===== src/rtl/trng_pkg.sv =====
// Shared types and constants for the TRNG word collector: von Neumann
// corrector states and pair-decode values.
package trng_pkg;

    localparam int unsigned WORD_WIDTH_DEF = 32;

    typedef enum logic [0:0] {
        VN_IDLE       = 1'b0,
        VN_HAVE_FIRST = 1'b1
    } vn_state_e;

    localparam logic [1:0] VN_PAIR_01 = 2'b01;
    localparam logic [1:0] VN_PAIR_10 = 2'b10;

    // A pair produces an output bit only when its two samples differ.
    function automatic logic vn_pair_emits(input logic [1:0] pair);
        logic res;
        case (pair)
            VN_PAIR_01: res = 1'b1;
            VN_PAIR_10: res = 1'b1;
            default:    res = 1'b0;
        endcase
        return res;
    endfunction

endpackage


===== src/rtl/trng_sync_fifo.sv =====
// Generic show-ahead synchronous FIFO; the head word is held in a register
// and reads as zero whenever the FIFO is empty.
module trng_sync_fifo
    import trng_pkg::*;
#(
    parameter int unsigned WIDTH = WORD_WIDTH_DEF,
    parameter int unsigned DEPTH = 4
) (
    input  logic                       clk,
    input  logic                       rst,
    input  logic                       push_i,
    input  logic                       pop_i,
    input  logic [WIDTH-1:0]           wdata_i,
    output logic [WIDTH-1:0]           rdata_o,
    output logic                       full_o,
    output logic                       empty_o,
    output logic                       valid_o,
    output logic [$clog2(DEPTH+1)-1:0] level_o
);

    localparam int unsigned LVL_W = $clog2(DEPTH + 1);
    localparam int unsigned PTR_W = $clog2(DEPTH);

    logic [WIDTH-1:0] mem_q [DEPTH];
    logic [PTR_W-1:0] rd_ptr_q, rd_ptr_d;
    logic [PTR_W-1:0] wr_ptr_q, wr_ptr_d;
    logic [LVL_W-1:0] level_q, level_d;
    logic [WIDTH-1:0] head_q, head_d;
    logic             valid_q, valid_d;
    logic             full_q, full_d;
    logic             do_push_s, do_pop_s;

    // Next pointers, level and head word; a push into a slot that becomes
    // the head this cycle bypasses the memory.
    always_comb begin
        do_pop_s  = pop_i && (level_q != LVL_W'(0));
        do_push_s = push_i && ((level_q != LVL_W'(DEPTH)) || do_pop_s);
        rd_ptr_d  = do_pop_s  ? (rd_ptr_q + PTR_W'(1)) : rd_ptr_q;
        wr_ptr_d  = do_push_s ? (wr_ptr_q + PTR_W'(1)) : wr_ptr_q;
        case ({do_push_s, do_pop_s})
            2'b10:   level_d = level_q + LVL_W'(1);
            2'b01:   level_d = level_q - LVL_W'(1);
            default: level_d = level_q;
        endcase
        if (level_d == LVL_W'(0)) begin
            head_d = '0;
        end else if (do_push_s && (rd_ptr_d == wr_ptr_q)) begin
            head_d = wdata_i;
        end else begin
            head_d = mem_q[rd_ptr_d];
        end
        valid_d = (level_d != LVL_W'(0));
        full_d  = (level_d == LVL_W'(DEPTH));
    end

    // Storage array and pointer/status registers.
    always_ff @(posedge clk or posedge rst) begin
        if (rst) begin
            for (int i = 0; i < int'(DEPTH); i++) begin
                mem_q[i] <= '0;
            end
            rd_ptr_q <= '0;
            wr_ptr_q <= '0;
            level_q  <= '0;
            head_q   <= '0;
            valid_q  <= 1'b0;
            full_q   <= 1'b0;
        end else begin
            if (do_push_s) begin
                mem_q[wr_ptr_q] <= wdata_i;
            end
            rd_ptr_q <= rd_ptr_d;
            wr_ptr_q <= wr_ptr_d;
            level_q  <= level_d;
            head_q   <= head_d;
            valid_q  <= valid_d;
            full_q   <= full_d;
        end
    end

    assign rdata_o = head_q;
    assign full_o  = full_q;
    assign empty_o = ~valid_q;
    assign valid_o = valid_q;
    assign level_o = level_q;

endmodule


===== src/rtl/trng_word_collector.sv =====
// Collects raw TRNG samples, optionally von Neumann debiases them, runs a
// repetition-count health test and packs accepted bits into buffered words.
module trng_word_collector
    import trng_pkg::*;
#(
    parameter int unsigned WORD_WIDTH    = WORD_WIDTH_DEF,
    parameter int unsigned FIFO_DEPTH    = 4,
    parameter int unsigned RCT_CUTOFF    = 32,
    parameter int unsigned RCT_CNT_WIDTH = 6
) (
    input  logic                            clk,
    input  logic                            rst,
    input  logic                            en_i,
    input  logic                            debias_en_i,
    input  logic                            raw_bit_i,
    input  logic                            raw_valid_i,
    input  logic                            rd_i,
    input  logic                            clr_fail_i,
    output logic [WORD_WIDTH-1:0]           rdata_o,
    output logic                            rdata_valid_o,
    output logic [$clog2(FIFO_DEPTH+1)-1:0] fifo_level_o,
    output logic                            health_fail_o
);

    localparam int unsigned CNT_W = $clog2(WORD_WIDTH + 1);
    localparam int unsigned LVL_W = $clog2(FIFO_DEPTH + 1);

    vn_state_e                vn_q, vn_d;
    logic                     first_q, first_d;
    logic [CNT_W-1:0]         bit_cnt_q, bit_cnt_d;
    logic [WORD_WIDTH-1:0]    shift_q, shift_d;
    logic                     pend_q, pend_d;
    logic [WORD_WIDTH-1:0]    pend_word_q, pend_word_d;
    logic [RCT_CNT_WIDTH-1:0] rct_cnt_q, rct_cnt_d, rct_next_s;
    logic                     last_bit_q, last_bit_d;
    logic                     fail_q, fail_d;

    logic                     rct_sample_s, trip_s, accept_s;
    logic                     emit_s, ebit_s;
    logic [WORD_WIDTH-1:0]    word_s, push_word_s;
    logic                     push_s, fifo_ready_s;
    logic                     fifo_full_s, fifo_empty_s, fifo_valid_s;
    logic [LVL_W-1:0]         fifo_level_s;

    // Repetition-count health test on every raw sample seen while enabled.
    always_comb begin
        rct_sample_s = en_i && raw_valid_i;
        if ((rct_cnt_q == RCT_CNT_WIDTH'(0)) || (raw_bit_i != last_bit_q)) begin
            rct_next_s = RCT_CNT_WIDTH'(1);
        end else if (rct_cnt_q != {RCT_CNT_WIDTH{1'b1}}) begin
            rct_next_s = rct_cnt_q + RCT_CNT_WIDTH'(1);
        end else begin
            rct_next_s = rct_cnt_q;
        end
        trip_s = rct_sample_s && (rct_next_s == RCT_CNT_WIDTH'(RCT_CUTOFF))
                 && (rct_cnt_q != RCT_CNT_WIDTH'(RCT_CUTOFF));

        if (!en_i) begin
            rct_cnt_d  = '0;
            last_bit_d = last_bit_q;
        end else if (rct_sample_s) begin
            rct_cnt_d  = rct_next_s;
            last_bit_d = raw_bit_i;
        end else begin
            rct_cnt_d  = rct_cnt_q;
            last_bit_d = last_bit_q;
        end

        // A trip in the same cycle as a clear keeps the failure flag set.
        if (trip_s) begin
            fail_d = 1'b1;
        end else if (clr_fail_i) begin
            fail_d    = 1'b0;
            rct_cnt_d = '0;
        end else begin
            fail_d = fail_q;
        end
    end

    // Sample acceptance and von Neumann pair decoding.
    always_comb begin
        accept_s = en_i && raw_valid_i && !pend_q && !fail_q;
        emit_s   = 1'b0;
        ebit_s   = 1'b0;
        vn_d     = vn_q;
        first_d  = first_q;
        if (accept_s) begin
            if (debias_en_i) begin
                case (vn_q)
                    VN_IDLE: begin
                        first_d = raw_bit_i;
                        vn_d    = VN_HAVE_FIRST;
                    end
                    VN_HAVE_FIRST: begin
                        vn_d   = VN_IDLE;
                        emit_s = vn_pair_emits({first_q, raw_bit_i});
                        ebit_s = first_q;
                    end
                    default: vn_d = VN_IDLE;
                endcase
            end else begin
                emit_s = 1'b1;
                ebit_s = raw_bit_i;
                vn_d   = VN_IDLE;
            end
        end else begin
            vn_d = debias_en_i ? vn_q : VN_IDLE;
        end
        if (!en_i || trip_s) begin
            vn_d = VN_IDLE;
        end else begin
            vn_d = vn_d;
        end
    end

    // Packer: shifts emitted bits in, completes words and routes them to the
    // FIFO or the single pending slot when the FIFO has no room.
    always_comb begin
        fifo_ready_s = !fifo_full_s || (rd_i && !fifo_empty_s);
        word_s       = {shift_q[WORD_WIDTH-2:0], ebit_s};
        shift_d      = shift_q;
        bit_cnt_d    = bit_cnt_q;
        pend_d       = pend_q;
        pend_word_d  = pend_word_q;
        push_s       = 1'b0;
        push_word_s  = pend_word_q;

        if (pend_q && fifo_ready_s && !fail_q && !trip_s) begin
            push_s = 1'b1;
            pend_d = 1'b0;
        end else begin
            pend_d = pend_q;
        end

        if (emit_s && !trip_s) begin
            if (bit_cnt_q == CNT_W'(WORD_WIDTH - 1)) begin
                shift_d   = '0;
                bit_cnt_d = '0;
                if (fifo_ready_s) begin
                    push_s      = 1'b1;
                    push_word_s = word_s;
                end else begin
                    pend_d      = 1'b1;
                    pend_word_d = word_s;
                end
            end else begin
                shift_d   = word_s;
                bit_cnt_d = bit_cnt_q + CNT_W'(1);
            end
        end else begin
            shift_d = shift_q;
        end

        if (!en_i || trip_s) begin
            shift_d   = '0;
            bit_cnt_d = '0;
        end else begin
            bit_cnt_d = bit_cnt_d;
        end
    end

    // Collector state registers.
    always_ff @(posedge clk or posedge rst) begin
        if (rst) begin
            vn_q        <= VN_IDLE;
            first_q     <= 1'b0;
            bit_cnt_q   <= '0;
            shift_q     <= '0;
            pend_q      <= 1'b0;
            pend_word_q <= '0;
            rct_cnt_q   <= '0;
            last_bit_q  <= 1'b0;
            fail_q      <= 1'b0;
        end else begin
            vn_q        <= vn_d;
            first_q     <= first_d;
            bit_cnt_q   <= bit_cnt_d;
            shift_q     <= shift_d;
            pend_q      <= pend_d;
            pend_word_q <= pend_word_d;
            rct_cnt_q   <= rct_cnt_d;
            last_bit_q  <= last_bit_d;
            fail_q      <= fail_d;
        end
    end

    trng_sync_fifo #(
        .WIDTH (WORD_WIDTH),
        .DEPTH (FIFO_DEPTH)
    ) u_fifo (
        .clk     (clk),
        .rst     (rst),
        .push_i  (push_s),
        .pop_i   (rd_i),
        .wdata_i (push_word_s),
        .rdata_o (rdata_o),
        .full_o  (fifo_full_s),
        .empty_o (fifo_empty_s),
        .valid_o (fifo_valid_s),
        .level_o (fifo_level_s)
    );

    assign rdata_valid_o = fifo_valid_s;
    assign fifo_level_o  = fifo_level_s;
    assign health_fail_o = fail_q;

endmodule


===== config.mk =====
export PLATFORM = sky130hd
export DESIGN_NAME = trng_word_collector
export DESIGN_NICKNAME = d
export VERILOG_FILES = /design/src/rtl/trng_pkg.sv /design/src/rtl/trng_sync_fifo.sv /design/src/rtl/trng_word_collector.sv
export SDC_FILE = /design/constraint.sdc
export NUM_CORES = 1
export LEC_CHECK = 0
export BUFFER_PORTS_ARGS = -buffer_cell sky130_fd_sc_hd__buf_2
export CAP_MARGIN = 20
export CORE_UTILIZATION = 56
export CTS_CLUSTER_SIZE = 12
export DETAILED_ROUTE_END_ITERATION = 10
export PLACE_DENSITY = 0.78
export SLEW_MARGIN = 20
export SYNTH_ARGS = -nofsm -noshare
export SYNTH_HDL_FRONTEND = slang
export SYNTH_SLANG_ARGS = --single-unit

===== constraint.sdc =====
create_clock -name clk -period 7.63 [get_ports clk]
set_clock_uncertainty 0.15 [all_clocks]
set_input_delay 0.763 -clock clk [delete_from_list [all_inputs] [get_ports clk]]
set_output_delay 0.763 -clock clk [all_outputs]
set_load 0.02 [all_outputs]

# == Word level (Yosys, flattened, before mapping) ==
# Cells that the tools add are included.
# totals
ff_bits,249
latch_bits,0
mem_bits_rw,0
mem_bits_ro,0
input_bits,8
out_inout_bits,37
elab_cells,125
memories,0
# op_classes
n_addsub,6
n_mul,0
div_mod_pow,0
magnitude_cmp,3
eq_ne,13
shift,0
n_mux,47
bitwise,4
n_reduce_logical,33
# op_table
op,n
32-bit 2-to-1 mux,8
128-bit bitwise mux,1
31-bit 2-to-1 mux,3
32-bit binary-select mux with 2-bit select,1
32-bit demux with 2-bit select,1
6-bit 2-to-1 mux,9
1-bit 2-to-1 mux,21
1-bit logical AND,14
"6-bit by 1-bit adder with 6-bit output, second input constant",2
"6-bit != test, second input constant",2
"6-bit by 5-bit equality test with 1-bit output, second input constant",1
"6-bit equality test, second input constant",1
"3-bit greater-or-equal comparator, second input constant",2
6-bit logical NOT,1
2-bit NOT with 3-bit output,2
3-bit case mux with 2 select lines,1
3-bit AND reduction,2
3-bit nonzero test,2
1-bit logical NOT,5
"2-bit by 1-bit adder with 2-bit output, second input constant",2
"2-bit by 1-bit equality test with 1-bit output, second input constant",2
"2-bit equality test, second input constant",2
1-bit logical OR,4
2-bit nonzero test,2
other kinds (14),15

# == Logic depth before layout (Yosys ltp) ==
# Gate-level depths: netlist (run 1).
# logic_depth
depth_word,17
depth_mapped,19
depth_no_buf,15

# == By module ==
# From an unflattened synthesis (run 1), not the netlist that was laid out.
# hier_totals
hier_cells,1054
hier_area_um2,12139.1
# by_module_without_submodules
module,n_inst,cells_per_inst,area_per_inst_um2,seq_area_each_um2
trng_sync_fifo,1,687,8049.0,4229.1
trng_word_collector,1,367,4090.2,2001.9

# == Worst setup path before layout (run 1) ==
# OpenSTA, ideal clock, no wires.
# synth_timing
path_type,register to register
from,register rct_cnt_q[0]
to,"register u_fifo.head_q[10], in the netlist u_fifo.rdata_o[10]"
setup_ns,0.073
t_arrival_ns,3.582
required_ns,7.407
slack_ns,3.825
stages_incl_launch_ff,19
path_buffers,4
period_less_slack_ns,3.805
path_cell_list,dfrtp_1 -> buf_2 -> inv_1 -> ha_1 -> or4b_4 -> nand3b_2 -> nor4_2 -> a31oi_4 -> buf_2 -> nand2_1 -> nand2_1 -> nor2_1 -> fa_1 -> clkbuf_1 -> and2_1 -> o2111a_1 -> a211o_1 -> buf_6 -> a21oi_2
# synth_between
elab_chain_len,17
elab_cells_between_ends,26
cone_classes,add/sub (1); eq/ne (5); mux (10); reduce/logical (10)
# synth_rtl
element,line_no,source
"start, declared",trng_word_collector.sv:34,"logic [RCT_CNT_WIDTH-1:0] rct_cnt_q, rct_cnt_d, rct_next_s;"
"start signal, assigned",trng_word_collector.sv:181,rct_cnt_q <= rct_cnt_d;
"6-bit by 1-bit adder with 6-bit output, or another cell as far along",trng_word_collector.sv:51,rct_next_s = rct_cnt_q + RCT_CNT_WIDTH'(1);
6-bit 2-to-1 mux / 1-bit logical OR (equally long branches),"trng_word_collector.sv:50, trng_word_collector.sv:48",
6-bit 2-to-1 mux,trng_word_collector.sv:48,if ((rct_cnt_q == RCT_CNT_WIDTH'(0)) || (raw_bit_i != last_bit_q)) begin
6-bit equality test,trng_word_collector.sv:55,trip_s = rct_sample_s && (rct_next_s == RCT_CNT_WIDTH'(RCT_CUTOFF))
1-bit logical AND,trng_word_collector.sv:55,
1-bit logical AND (*),trng_word_collector.sv:56,&& (rct_cnt_q != RCT_CNT_WIDTH'(RCT_CUTOFF));
1-bit logical NOT (*),"trng_word_collector.sv:128, trng_word_collector.sv:135",
1-bit logical AND,trng_word_collector.sv:128,if (pend_q && fifo_ready_s && !fail_q && !trip_s) begin
[2 not listed],--,
1-bit 2-to-1 mux,trng_word_collector.sv:136,if (bit_cnt_q == CNT_W'(WORD_WIDTH - 1)) begin
1-bit 2-to-1 mux,trng_word_collector.sv:135,if (emit_s && !trip_s) begin
1-bit logical AND,trng_sync_fifo.sv:37,do_push_s = push_i && ((level_q != LVL_W'(DEPTH)) || do_pop_s);
2-bit by 1-bit equality test with 1-bit output / 2-bit equality test (equally long branches),trng_sync_fifo.sv:40,"case ({do_push_s, do_pop_s})"
3-bit case mux with 2 select lines,trng_sync_fifo.sv:40,
3-bit logical NOT,trng_sync_fifo.sv:45,if (level_d == LVL_W'(0)) begin
32-bit 2-to-1 mux (*),trng_sync_fifo.sv:45,
named net u_fifo.head_d[10],trng_sync_fifo.sv:28,"logic [WIDTH-1:0] head_q, head_d;"
"end signal, assigned",trng_sync_fifo.sv:65,head_q <= '0;
"end signal, assigned",trng_sync_fifo.sv:75,head_q <= head_d;
"end, declared",trng_sync_fifo.sv:28,
# The timed path passes the listed nets; every way through them passes the cells marked *.
# A chain may end at the register's enable or synchronous reset.

# == Worst setup path after layout (run 1) ==
# layout_timing
from,register rct_cnt_q[0]
to,"register u_fifo.head_q[1], in the netlist u_fifo.rdata_o[1]"
# Same word-level chain as after synthesis.

==> results.md, run 1 <==
- Cell breakdown of the critical path: inv_1 -> ha_1 -> or4b_4 -> a21oi_1 -> o31a_2 -> a31oi_4 -> nand2_1 -> nand2_1 -> nor2_1 -> fa_1 -> xor2_1 -> nand3_1 -> a21oi_1 -> a211o_2 -> a21oi_1
- H-tree Lvls: 1
- Met2 track demand over resource: 0.413
- Clock transition at path regs: 0.06 ns
- Gr ovfl total: 0
- Sequential area share after synthesis: 0.551
- Critical path type: register to register
- CP Launch Type: register
- Longest Clk Path Bufs: 3
- I/O Buffers: 44
- Final setup viols: 0
- DRC errors left: 0
- Yosys Warn Count: 0
- CTS tree: built
- Least-Margin Pin Slew: 1.06 ns
- I/O pins: 45
- P&R area growth vs syn: 10.8%
- Setup TNS Final: 0 ns
- Post-CTS Hold Fix Bufs: 0
- Placeable Area: 19,600 um2
- Most instantiated cells after synthesis: 249 x dfrtp_1, 208 x nand2_1, 136 x o21ai_0, 48 x clkbuf_1, 47 x a21oi_1
- Mapped Nets: 1,054
- Routed len/inst: 17.7 um
- Worst Path Max Fanout: 33
- Met1 Resource Use GR: 0.334
- Clock network power share: 0.386
- Die extent in y: 144 um
- ANT cells: 0
- Remaining antenna violation count: 0
- CP arrival: 4.68 ns
- Psw: 0.893 mW
- Clock root cell: clkbuf_16
- Postcts setup bufs: 0
- Gpl congestion: 0.799
- Share of cells above drive strength 1: 0.199
- Gate power share: 0.173
- Biggest area consumer among synthesized cells: dfrtp_1
- Final hold slack: 0.138 ns
- PD cells: 252 nW/um2
- Post-synth EDFFs: 0
- Share of the synthesized area in the top cell type: 0.551
- Slew Limit Fails: 0
- DP Wirelength: 13.2 mm
- Fin. Hold Viols: 0
- Unrepaired setup endpoints after global routing: false
- Synth Instances: 1,038
- Peak supply drop: 0.202 mV
- CP endpoint kind: register
- Vias in the first global route: 7,773
- Mapped Avg Cell Area: 10.9 um2
- FP Rows: 51
- Worst Hold Class: input pin to async pin
- Ranking of synthesized cells by area: dfrtp_1 55%, nand2_1 6.9%, mux4_2 6.4%
- Worst Path Required: 7.83 ns
- Reg power frac: 0.441
- Post-DP Area: 11,700 um2
- Initial antenna violation count: 0
- Slew Limit Headroom: 0.296
- Synthesized flop and latch total: 249
- Static Leak: 5.40 nW
- Pre-CTS setup slack: 3.10 ns
- Routing usage on met3: 0.0268
- Post-Layout Inst Area: 12,500 um2
- Tot GR Track Use: 0.244
- Status: complete, no violations
- Routed WL: 23.6 mm
- Slowest stage delay, CP: 0.82 ns
- Die Footprint: 20,800 um2
- CTS resizes: 0
- Internal Power: 2.26 mW
- Post-Syn Area: 11,300 um2
- Max Fclk: 0.223 GHz
- Cts bufs inserted: 26
- Final worst setup slack: 3.14 ns
- DRT Pass-1 Iters: 5
- Netlist cell types: 58
- Crit path max-delay cell type: a211o_2
- Net Sw Frac: 0.283
- Vias: 7,720
- Final Cycle Share: 0.588
- Largest net degree at the start of global routing: 173
- Global-route wire length before repair: 39.6 mm
- Clock sinks: 249
- Gr busiest metal: met2
- 1st-iter DRT viols: 465
- Fin nets: 1,071
- Clk Latency, worst-skew pair: 0.53 ns
- Initial Util: 0.577
- FFs w/ async S/R, synth: 1.00
- Top_reg_cell synth: dfrtp_1
- Top-count cell post-synth: dfrtp_1
- Minimum clock period: 4.49 ns
- Max Cap Viol: 0
- Die Wd: 144 um
- # fillers: 1,508
- Vias per cell: 5.78
- Most frequent cell on the critical path: a21oi_1
==> flip-flops by register name (all words and copies together) (netlist names) <==
| name | cells |
|---|---|
| bit_cnt_q | 6 |
| first_q | 1 |
| health_fail_o | 1 |
| last_bit_q | 1 |
| pend_q | 1 |
| pend_word_q | 32 |
| rct_cnt_q | 6 |
| shift_q | 31 |
| u_fifo.full_o | 1 |
| u_fifo.level_o | 3 |
| u_fifo.mem_q | 128 |
| u_fifo.rd_ptr_q | 2 |
| u_fifo.rdata_o | 32 |
| u_fifo.valid_o | 1 |
| u_fifo.wr_ptr_q | 2 |
| vn_q | 1 |
==> power by group through the flow <==
stage / logic, mW / registers, mW / clock network (mW)
finish: 0.546 / 1.39 / 1.22
global route: 0.590 / 1.39 / 1.30
CTS: 0.549 / 1.39 / 1.24
detailed placement: 0.551 / 1.41 / 0
global placement: 0.540 / 1.41 / 0
floorplan: 0.437 / 1.40 / 0
==> metal layers <==
| layer | vias up | wire (um) |
|---|---|---|
| li1 | 3635 | - |
| met1 | 3889 | 10400 |
| met2 | 165 | 11900 |
| met3 | 31 | 949 |
| met4 | 0 | 351 |
| met5 | - | 0 |
==> metrics by stage <==
step,utilization,power (mW),instances
2_1_floorplan,-,1.83,1038
3_3_place_gp,0.597,1.95,1292
3_5_place_dp,0.597,1.96,1292
4_1_cts,0.639,3.18,1336
5_1_grt,0.639,3.29,1336
6_report,0.639,3.15,1336
==> path summary, 6_finish.rpt <==
kind	start	endpoint	slack, ns	cells past startpoint
worst max-delay path	rct_cnt_q[0]	u_fifo.rdata_o[1]	3.14	15
min in group clk	clr_fail_i	health_fail_o	0.30	2
worst max register to register	rct_cnt_q[0]	u_fifo.rdata_o[1]	3.14	15
max in group asynchronous	rst	bit_cnt_q[0]	5.42	4
worst min-delay path	rst	u_fifo.rdata_o[4]	0.14	2
worst min register to register	u_fifo.mem_q[113]	u_fifo.mem_q[113]	0.32	2
==> cell families after synthesis <==
kind of cell | count (synthesis) | synth area share
and+or+nand+nor | 341 | 0.135
xor gates and xnor gates | 13 | 0.0114
buffers and inverters | 84 | 0.0345
AOI/OAI and AO/OA | 241 | 0.128
DFF | 249 | 0.551
adders and majority gates | 8 | 0.00952
muxes | 102 | 0.130
==> worst max-delay path: cells and delay by family (launching register included) <==
kind | cells | cell delay [ns]
and+or+nand+nor | 5 | 0.67
AOI/OAI and AO/OA | 6 | 1.92
xor gates and xnor gates | 1 | 0.25
buffers and inverters | 1 | 0.11
adders and majority gates | 2 | 0.71
DFF | 1 | 0.49
==> area by class of cell <==
cell class              instances  area [um2]  area share
inverters                      15        60.1     0.00480
repair buffers                 58         338      0.0270
multi-input cells             705        4730       0.378
flip-flops and latches        249        6230       0.498
clock buffers                  42         781      0.0624
well taps                     265         332      0.0265
clock inverters                 2        46.3     0.00370
==> cell usage in the layout, fill, tap and decap left out, types with 7 or more instances in the layout <==
cell type and n:
a21oi_1 47, a21oi_2 29, buf_2 44, buf_4 13, clkbuf_1 9, clkbuf_16 26
clkbuf_8 7, dfrtp_1 249, ha_1 7, inv_1 13, mux2_2 35, mux2i_1 35
mux4_2 32, nand2_1 208, nand3_1 39, nor2_1 23, o21ai_0 136, or2_1 29
xnor2_1 7
Note: power is estimated with default switching activity, not from simulation.
==> run 2: changes to the inputs <==
- ABC_AREA: not set -> 1
- CORE_UTILIZATION: 56 -> 60
- PLACE_DENSITY: 0.78 -> 0.8
- clock period: 7.63 -> 4.4 ns (I/O delays scaled with it)
==> run 2 against run 1 <==
Compared with the run above:
- via count rose by 16%
- synthesized area decreased by 0.37%
- global-route usage rose by 2.3 points
- design area is 0.47% lower
- clock power increased by 73%
- setup slack worse by 2.3 ns
- count of clock-buffer cells in the layout shrank 7
- flip-flop and latch count stayed put
- first-iteration DRC count grew 75%
- sequential share of layout area increased by 0.23 points
- critical path type unchanged
==> results.md, run 2 <==
- Mapped Nets: 1,280 (+21%)
- H-tree Lvls: 1 (unchanged)
- Tot GR Track Use: 0.267 (+0.0232)
- P&R area growth vs syn: 10.6%
- Die Footprint: 19,300 um2 (-6.9%)
- Top-count cell post-synth: nand2_1
- Hold path endpoint: vn_q
- Tot Pwr: 6.40 mW (+100%)
- PD cells: 514 nW/um2 (+100%)
- Fin. Hold Viols: 0 (unchanged)
- CTS resizes: 0 (unchanged)
- Routed WL: 24.9 mm (+5.3%)
- Final Cycle Share: 0.818 (+0.230)
- Reg2reg setup slack: 0.80 ns (-2.34 ns)
- CP endpoint kind: register
- I/O pins: 45 (unchanged)
- Die Wd: 139 um (-3.5%)
- Routed len/inst: 16.3 um (-7.5%)
- Slew Limit Fails: 0 (unchanged)
- Synth Instances: 1,264 (+22%)
- Share of cells above drive strength 1: 0.0929 (-0.106)
- Worst Path Required: 4.65 ns (-3.18 ns)
- Post-Syn Area: 11,300 um2 (-0.37%)
- FFs w/ async S/R, synth: 1.00 (unchanged)
- Global-route wire length before repair: 42.0 mm (+6.2%)
- Placeable Area: 18,100 um2 (-7.4%)
- DP Wirelength: 14.3 mm (+8.5%)
- Vias: 8,919 (+16%)
- Worst Hold Class: input pin to register
- Least-Margin Pin Slew: 0.759 ns (-0.296 ns)
- I/O Buffers: 44 (unchanged)
- Worst R2R End: u_fifo.rdata_o[20]
- Slew Limit Headroom: 0.494 (+0.198)
- Most instantiated cells after synthesis: 272 x nand2_1, 249 x dfrtp_1, 161 x o21ai_0, 127 x o21a_1, 121 x nor2_1
- Most frequent cells in the layout: 271 x nand2_1, 249 x dfrtp_1, 161 x o21ai_0
- Netlist cell types: 35 (-40%)
- Final setup viols: 0 (unchanged)
- Launching point of the worst reg2reg path: rct_cnt_q[0]
- CTS tree: built
- Mapped Avg Cell Area: 8.91 um2 (-18%)
- Max Cap Viol: 0 (unchanged)
- 1st-iter DRT viols: 816 (+75%)
- Hold Path Stages: 3
- Clock transition at path regs: 0.06 ns (about the same)
- Vias per cell: 5.86 (+1.5%)
- Gpl congestion: 0.895 (+12%)
- Static Leak: 5.59 nW (+3.6%)
- Initial antenna violation count: 0 (unchanged)
- Post-synth EDFFs: 0 (unchanged)
- Max FFs per register: 128 (unchanged)
- Clock root cell: clkbuf_16
- Worst Path Max Fanout: 33 (unchanged)
- Longest Clk Path Bufs: 3 (unchanged)
- Yosys Warn Count: 0 (unchanged)
- Synthesized flop and latch total: 249 (unchanged)
- Max Fclk: 0.278 GHz (+25%)
- Initial Util: 0.620 (+0.0436)
- Top_reg_cell synth: dfrtp_1
- Gr ovfl total: 0 (unchanged)
- Sequential area share after synthesis: 0.553 (+0.00202)
- Commonest non-fill, non-tap cell in the layout: nand2_1
- Status: complete, no violations
- Minimum clock period: 3.60 ns (-0.888 ns)
- Fin nets: 1,296 (+21%)
- ANT cells: 0 (unchanged)
- Unrepaired setup endpoints after global routing: false
- DRC errors left: 0 (unchanged)
- R2R depth: 19 (+4)
- Clock sinks: 249 (unchanged)
- Clk Latency, worst-skew pair: 0.54 ns (about the same)
- Die extent in y: 139 um (-3.5%)
- CP arrival: 3.85 ns (-0.83 ns)
- Ranking of synthesized cells by area: dfrtp_1 55%, nand2_1 9.1%, o21a_1 8.5%
- Vias in the first global route: 8,715 (+12%)
- Largest net degree at the start of global routing: 128 (-26%)
- DRT Pass-1 Iters: 7 (+2)
- Register with the most flip-flops: u_fifo.mem_q
- Setup TNS Final: 0 ns (unchanged)
- Remaining antenna violation count: 0 (unchanged)
- Biggest area consumer among synthesized cells: dfrtp_1
- Peak supply drop: 0.479 mV (+140%)
- Critical path type: register to register
- Cts bufs inserted: 26 (unchanged)
- Worst hold path startpoint: debias_en_i
- Share of the synthesized area in the top cell type: 0.553 (+0.00202)
- CP Launch Type: register
- FP Rows: 49 (-3.9%)
-- run 2: changes by cell type in the layout (fill, tap and decap cells not counted), sizes merged, moves of 62 or more --
cell / previous run / this run
nor2: 23 / 126
nand2: 208 / 275
a21oi: 76 / 13
o21ai: 137 / 200
inv: 13 / 75
o21a: 1 / 127
-- run 2: through the flow --
| step | util | setup WS (ns) | std cells | cell area, um2 | hold slack, ns |
|---|---|---|---|---|---|
| detailed placement | 0.641 | 0.875 | 1479 | 11600 | 0.273 |
| global route | 0.687 | 0.443 | 1521 | 12500 | 0.105 |
| CTS | 0.687 | 0.872 | 1521 | 12500 | 0.0716 |
| floorplan | - | 0.536 | 1264 | 11300 | 0.303 |
| global placement | 0.641 | 1.07 | 1479 | 11600 | 0.272 |
| finish | 0.687 | 0.801 | 1521 | 12500 | 0.0848 |
-- run 2: layout make-up --
type	count	area, um2
timing repair buffer	67	423
multi-input combinational	858	4410
clock inverter	5	86.3
tap	229	287
sequential	249	6230
clock buffer	35	724
fill	1413	5690
inverter	78	297
-- run 2: kinds of logic after synthesis --
kind of cell,count (synthesis),share of synthesized area
AND/OR/NAND/NOR,466,0.174
adder cells (fa/ha/maj),8,0.00956
buffers and inverters,157,0.0576
XOR/XNOR,8,0.00622
flip-flops,249,0.553
AO/OA/AOI/OAI,376,0.200
-- run 2: worst max-delay path: stages, from the launching register on --
cell and delay, ns:
dfrtp_1 0.44, ha_1 0.25, nand2_1 0.09, nor2_1 0.14, nand2_1 0.12, nand2_1 0.08, nand3_1 0.12, nor2_1 0.13
nand3_2 0.19, nand4_4 0.17, nand3_1 0.16, inv_1 0.13, fa_1 0.41, inv_1 0.06, nand2_1 0.05, nand2_1 0.07
nand2_1 0.10, nor2_4 0.11, buf_4 0.38, nor2_1 0.10
-- run 2: power breakdown --
group	leakage, nW	internal [mW]	switching (mW)
sequential	3.41	2.45	0.0643
combinational	1.78	0.587	1.20
clock	0.398	1.26	0.852
total	5.59	4.29	2.12
-- run 2: worst max-delay path by stage --
stage                       startpoint            endpoint  slack, ns  cells past startpoint
after CTS                 rct_cnt_q[0]   u_fifo.rdata_o[1]       0.87                     19
after floorplan                    rst        bit_cnt_q[0]       0.54                      1
after detailed placement  rct_cnt_q[0]  u_fifo.rdata_o[20]       0.88                     19
after global routing      rct_cnt_q[0]  u_fifo.rdata_o[20]       0.44                     19
final                     rct_cnt_q[0]  u_fifo.rdata_o[20]       0.80                     19
after global placement    rct_cnt_q[0]   u_fifo.rdata_o[7]       1.07                     19
-- run 2: repair_timing --
item	4_1_cts	5_1_grt
hold buffers	2	0
hold endpoints to repair	11	0
setup buffers	0	0
-- run 2: per-layer routing --
layer | share of wire | vias to the layer above | track usage
li1 | - | 4247 | -
met2 | 0.47 | 288 | 0.438
met4 | 0.025 | 0 | 0.0988
met3 | 0.056 | 50 | 0.0342
met1 | 0.45 | 4334 | 0.367
met5 | 0 | - | 0
